--- src/rtl/write_config_router.sv ---
// write_config_router
//   Routes a stream of register writes to NUM_CONFIGS config channels by
//   address window [ADDR_SPACE_BOUNDS[i], ADDR_SPACE_BOUNDS[i+1]). Each write
//   address is rebased to the start of its window. Each channel has its own
//   first-word-fall-through FIFO. A write that falls outside every window is
//   accepted and then discarded.
//
//   Optional feature macro: WRITE_CONFIG_ROUTER_DEBUG_EN
//     defined   : err_valid/err_addr/err_cnt record dropped writes, and a
//                 simulation assertion flags out-of-range requests.
//     undefined : the err_* outputs are tied to 0 and err_clear is ignored.
//
// Ports
//   clk, rst             clock, asynchronous active-high reset
//   in_valid/in_ready    write request handshake
//   in_addr, in_data     absolute write address and write data
//   out_valid/out_ready  per-channel handshake, one bit per channel
//   out_addr, out_data   per-channel rebased address and data, flattened;
//                        channel i is at [i*W +: W]
//   err_valid            sticky flag: at least one write was dropped
//   err_addr             address of the most recent dropped write
//   err_cnt              saturating count of dropped writes
//   err_clear            synchronous clear of the err_* outputs
module write_config_router #(
  parameter int unsigned NUM_CONFIGS = 4,
  parameter int unsigned ADDR_BITS   = 32,
  parameter int unsigned DATA_BITS   = 32,
  parameter logic [ADDR_BITS-1:0] ADDR_SPACE_BOUNDS [NUM_CONFIGS+1] =
    '{'h100, 'h200, 'h300, 'h400, 'h500},
  parameter int unsigned FIFO_DEPTH  = 4,
  parameter int unsigned CNT_BITS    = 16
) (
  input  logic                             clk,
  input  logic                             rst,
  input  logic                             in_valid,
  output logic                             in_ready,
  input  logic [ADDR_BITS-1:0]             in_addr,
  input  logic [DATA_BITS-1:0]             in_data,
  output logic [NUM_CONFIGS-1:0]           out_valid,
  input  logic [NUM_CONFIGS-1:0]           out_ready,
  output logic [NUM_CONFIGS*ADDR_BITS-1:0] out_addr,
  output logic [NUM_CONFIGS*DATA_BITS-1:0] out_data,
  output logic                             err_valid,
  output logic [ADDR_BITS-1:0]             err_addr,
  output logic [CNT_BITS-1:0]              err_cnt,
  input  logic                             err_clear
);

  localparam int unsigned PTR_BITS = $clog2(FIFO_DEPTH);
  localparam int unsigned OCC_BITS = $clog2(FIFO_DEPTH + 1);
  localparam logic [OCC_BITS-1:0] OCC_FULL = OCC_BITS'(FIFO_DEPTH);

  logic [NUM_CONFIGS-1:0] hit;
  logic [NUM_CONFIGS-1:0] full;
  logic                   oor;
  logic                   accept;

  always_comb begin
    hit = '0;
    for (int unsigned i = 0; i < NUM_CONFIGS; i++) begin
      hit[i] = (in_addr >= ADDR_SPACE_BOUNDS[i]) && (in_addr < ADDR_SPACE_BOUNDS[i+1]);
    end
  end

  assign oor = ~|hit;
  // The windows are disjoint, so (hit & full) selects the target's full flag
  // without a separate index decode. A pop in the same cycle does not make
  // room; ready depends only on registered occupancy and the address.
  assign in_ready = oor | ~|(hit & full);
  assign accept   = in_valid & in_ready;

  for (genvar g = 0; g < NUM_CONFIGS; g++) begin : g_chan
    logic [ADDR_BITS-1:0] mem_addr [FIFO_DEPTH];
    logic [DATA_BITS-1:0] mem_data [FIFO_DEPTH];
    logic [PTR_BITS-1:0]  wr_ptr;
    logic [PTR_BITS-1:0]  rd_ptr;
    logic [OCC_BITS-1:0]  occ;
    logic                 push;
    logic                 pop;

    assign push         = accept & hit[g];
    assign pop          = out_valid[g] & out_ready[g];
    assign full[g]      = (occ == OCC_FULL);
    assign out_valid[g] = (occ != '0);

    always_ff @(posedge clk or posedge rst) begin
      if (rst) begin
        wr_ptr <= '0;
        rd_ptr <= '0;
        occ    <= '0;
      end else begin
        if (push) wr_ptr <= wr_ptr + PTR_BITS'(1);
        if (pop)  rd_ptr <= rd_ptr + PTR_BITS'(1);
        if (push && !pop)      occ <= occ + OCC_BITS'(1);
        else if (!push && pop) occ <= occ - OCC_BITS'(1);
      end
    end

    // Storage is not reset. The output mux forces 0 while the channel is
    // empty, so stale entries are never visible.
    always_ff @(posedge clk) begin
      if (push) begin
        mem_addr[wr_ptr] <= in_addr - ADDR_SPACE_BOUNDS[g];
        mem_data[wr_ptr] <= in_data;
      end
    end

    assign out_addr[g*ADDR_BITS +: ADDR_BITS] = out_valid[g] ? mem_addr[rd_ptr] : '0;
    assign out_data[g*DATA_BITS +: DATA_BITS] = out_valid[g] ? mem_data[rd_ptr] : '0;
  end

`ifdef WRITE_CONFIG_ROUTER_DEBUG_EN
  logic drop;
  assign drop = accept & oor;

  // When a drop and err_clear occur in the same cycle, the drop is treated
  // as the first event after the clear.
  always_ff @(posedge clk or posedge rst) begin
    if (rst) begin
      err_valid <= 1'b0;
      err_addr  <= '0;
      err_cnt   <= '0;
    end else if (drop) begin
      err_valid <= 1'b1;
      err_addr  <= in_addr;
      if (err_clear)        err_cnt <= CNT_BITS'(1);
      else if (err_cnt != '1) err_cnt <= err_cnt + CNT_BITS'(1);
    end else if (err_clear) begin
      err_valid <= 1'b0;
      err_addr  <= '0;
      err_cnt   <= '0;
    end
  end

`ifndef SYNTHESIS
  a_no_oor: assert property (@(posedge clk) disable iff (rst) !(in_valid && oor))
    else $error("write_config_router: out-of-range write to %h dropped", in_addr);
`endif
`else
  logic debug_unused;
  assign debug_unused = err_clear;
  assign err_valid    = 1'b0;
  assign err_addr     = '0;
  assign err_cnt      = '0;
`endif

endmodule

--- config.mk ---
export PLATFORM = sky130hd
export DESIGN_NAME = write_config_router
export DESIGN_NICKNAME = d
export VERILOG_FILES = /design/src/rtl/write_config_router.sv
export SDC_FILE = /design/constraint.sdc
export NUM_CORES = 1
export LEC_CHECK = 0
export ABC_AREA = 1
export CAP_MARGIN = 15
export CORE_ASPECT_RATIO = 0.75
export CORE_MARGIN = 8
export CORE_UTILIZATION = 45
export CTS_BUF_LIST = sky130_fd_sc_hd__clkbuf_16
export DETAILED_ROUTE_END_ITERATION = 10
export HOLD_SLACK_MARGIN = 0.15
export PLACE_DENSITY = 0.75
export SETUP_SLACK_MARGIN = 0.1
export SLEW_MARGIN = 25
export SYNTH_ARGS = -nofsm -noshare
export SYNTH_HDL_FRONTEND = slang
export SYNTH_SLANG_ARGS = --single-unit
--- constraint.sdc ---
create_clock -name clk -period 10.5 [get_ports clk]
set_input_delay 1.05 -clock clk [delete_from_list [all_inputs] [get_ports clk]]
set_output_delay 1.05 -clock clk [all_outputs]
set_load 0.005 [all_outputs]
==> flow_summary_export.csv <==
group,metric,value,unit
synthesis,yosys_warnings,0,
job,drv_cap,0,
setup_path,r2r_cells,4,
grt,antenna_found_initial,8,
grt,grt_pass1_vias,27644,
route,drtIter0Drc,3551,
pwr,p_per_area,267.8,mW/mm2
timing,rsz0062_at_grt,"false",
clock_network,holdBufCountCts,0,
placed_design,place_congestion,0.8941,
pwr,p_sw_share,35.28,%
final_layout,drive_gt1_share,6.650,%
timing,setup_viol,0,
timing,setup_tns,0,ps
synthesis,syn_area,0.04324,mm2
route,antenna_left,0,
clock_network,cts_resized,0,
synthesis,avgSynthCellArea,12.00,um2
pwr,p_comb_share,38.8,%
setup_path,worstSetupStartpointType,"flop",
clock_network,clock_path_buffers,3,
timing,fmax,186.4,MHz
clock_network,cts_sinks,1052,
clock_network,cts_setup_buffers,0,
synthesis,synth_cells,3604,
timing,min_period,5364,ps
timing,tightest_slew,1066,ps
synthesis,synth_area_leaders,"edfxtp_1 (71%), nor2_1 (9.7%), o21ai_0 (5.9%)",
timing,fin_skew,44.44,ps
route,wire_per_inst,23.74,um
floorplanning,core_area,0.09527,mm2
synthesis,ys_seq_elements,1052,
setup_path,crit_type,"flop to output port",
synthesis,ys_types,35,
setup_path,worstPathArrival,4310,ps
clock_network,path_clk_slew,60,ps
floorplanning,io_pins,382,
placed_design,port_buffers,331,
clock_network,cts_made_buffers,100,
placed_design,dp_hpwl,76.47,mm
clock_network,clk_latency,680,ps
pwr,intPower,8.844,mW
floorplanning,die_h,284.5,um
min_path,hold_depth,1,
grt,grt_pass1_wl,180.9,mm
min_path,hold_path_class,"flop to flop",
pwr,switching_power,4.820,mW
route,vias,28792,
run_status,status,"completed",
pwr,pwr-share-seq,35.3,%
pwr,fin_total_pwr,13.66,mW
route,drc,0,
setup_path,critPathRequiredTime,9450,ps
route,first_pass_iters,5,
floorplanning,dieArea,0.1064,mm2
final_layout,fillers,7754,
final_layout,nets,3995,
synthesis,netlist.area_leader.share,71.11,%
timing,max_slew_margin,28.92,%
setup_path,critPathMaxFanout,69,
placed_design,placed_area,0.04780,mm2
floorplanning,fp-row-count,98,
grt,grt.total_usage,22.49,%
route,vias_per_cell,5.508,
pwr,peakVddDrop,0.0001830,V
clock_network,cts_max_level,3,
synthesis,synth-seq-area-share,72.73,%
setup_path,endpoint_kind,"output port",
floorplanning,die_w,373.9,um
route,routed_wl,124.1,mm
pwr,power.share.clock,25.9,%
grt,grt-ovfl-total,0,
grt,grt_max_degree,83,
timing,fin_crit_sh,51.09,%
pwr,p_leak,17.09,nW
clock_network,ctsRootBufferMaster,"clkbuf_16",
final_layout,syn_to_final_growth,18.00,%
clock_network,cts_tree,"done",
timing,maxSlewViolCount,0,
floorplanning,start_util,45.39,%
final_layout,design_area,0.05103,mm2
synthesis,yosysTopAreaCell,"edfxtp_1",
timing,hold_viol_final,0,
## synthesized netlist by cell type (all sizes together)
cell       n
a21oi    264
and2       2
buf      123
clkbuf   126
conb       1
dfrtp     28
edfxtp  1024
fa         4
ha        29
inv      104
mux2       4
nand2    113
nand3     13
nand3b     1
nand4     14
nor2    1135
nor3      11
nor4       2
o21ai    519
xnor2      7
xor2      80
## critical path, stage by stage, from the launching register on
cell and delay [ps]:
dfrtp_4 960, clkinv_2 950, buf_4 650, o21ai_0 300
a21oi_1 220, clkdlybuf4s50_1 520
## per-stage QoR
step,util [%],std cells,hold WS [ps],setup WS (ps)
detailed placement,50.17,5038,529.6,4931
CTS,53.53,5220,546.2,5025
global placement,50.08,5035,523.7,4834
floorplan,-,3652,498.6,4713
global route,53.55,5226,564.1,4898
finish,53.56,5227,549.2,5136
## cells by family after synthesis
family                     count (synthesis)  synth area share, %
and+or+nand+nor                         1291                11.75
DFF                                     1052                72.73
AOI/OAI and AO/OA                        783                9.080
buffers and inverters                    353                3.542
xor gates and xnor gates                  87                1.762
adders and majority gates                 33                1.024
muxes                                      4               0.1042
other                                      1             0.008672
## power groups by stage
stage	registers [mW]	logic [mW]	clock network (mW)
2_1_floorplan	4.77	2.47	0
3_3_place_gp	4.90	5.20	0
3_5_place_dp	4.91	5.28	0
4_1_cts	4.82	5.32	3.58
5_1_grt	4.83	5.75	3.74
6_report	4.82	5.30	3.54
## registers in the layout, indices dropped and copies added, names as in the netlist
| name | count |
|---|---|
| g_chan.mem_data | 512 |
| g_chan.wr_ptr | 8 |
| g_chan.occ | 12 |
| g_chan.mem_addr | 512 |
| g_chan.rd_ptr | 8 |
## placed cells by master (no fill, tap or decap), drive strengths merged, types with 54 or more instances in the layout
cell type,count
nor2,1135
edfxtp,1024
o21ai,519
clkdlybuf4s50,331
a21oi,264
inv,126
nand2,113
clkbuf,102
xor2,80
buf,54
## worst paths after layout
path / slack (ps) / from / to
min: 550 / g_chan[0].occ[0]$_DFFE_PP0P_ / g_chan[0].occ[0]$_DFFE_PP0P_
max in group asynchronous: 9320 / rst / g_chan[0].rd_ptr[0]$_DFFE_PP0P_
max: 5140 / g_chan[1].rd_ptr[0]$_DFFE_PP0P_ / out_addr[63]
min reg2reg: 550 / g_chan[0].occ[0]$_DFFE_PP0P_ / g_chan[0].occ[0]$_DFFE_PP0P_
min in group asynchronous: 790 / rst / g_chan[3].rd_ptr[0]$_DFFE_PP0P_
max reg2reg: 7190 / g_chan[1].rd_ptr[0]$_DFFE_PP0P_ / g_chan[1].rd_ptr[1]$_DFFE_PP0P_
## cell type report
cell class              instances  area [um2]  area share [%]
repair buffers                385        3786           7.420
multi-input cells            2247       10580           20.74
diodes                          7       17.52         0.03433
clock inverters                80       651.9           1.278
clock buffers                 102        2552           5.002
inverters                     104       399.1          0.7822
flip-flops and latches       1052       31470           61.68
well taps                    1250        1564           3.065
## routing by layer
metal  wire (um)  global-route usage, %
met2       55150                  33.72
met5          13                      0
met1       50600                  31.13
met3       14770                  7.353
met4        3570                  7.109
(Power assumes the default switching activity.)
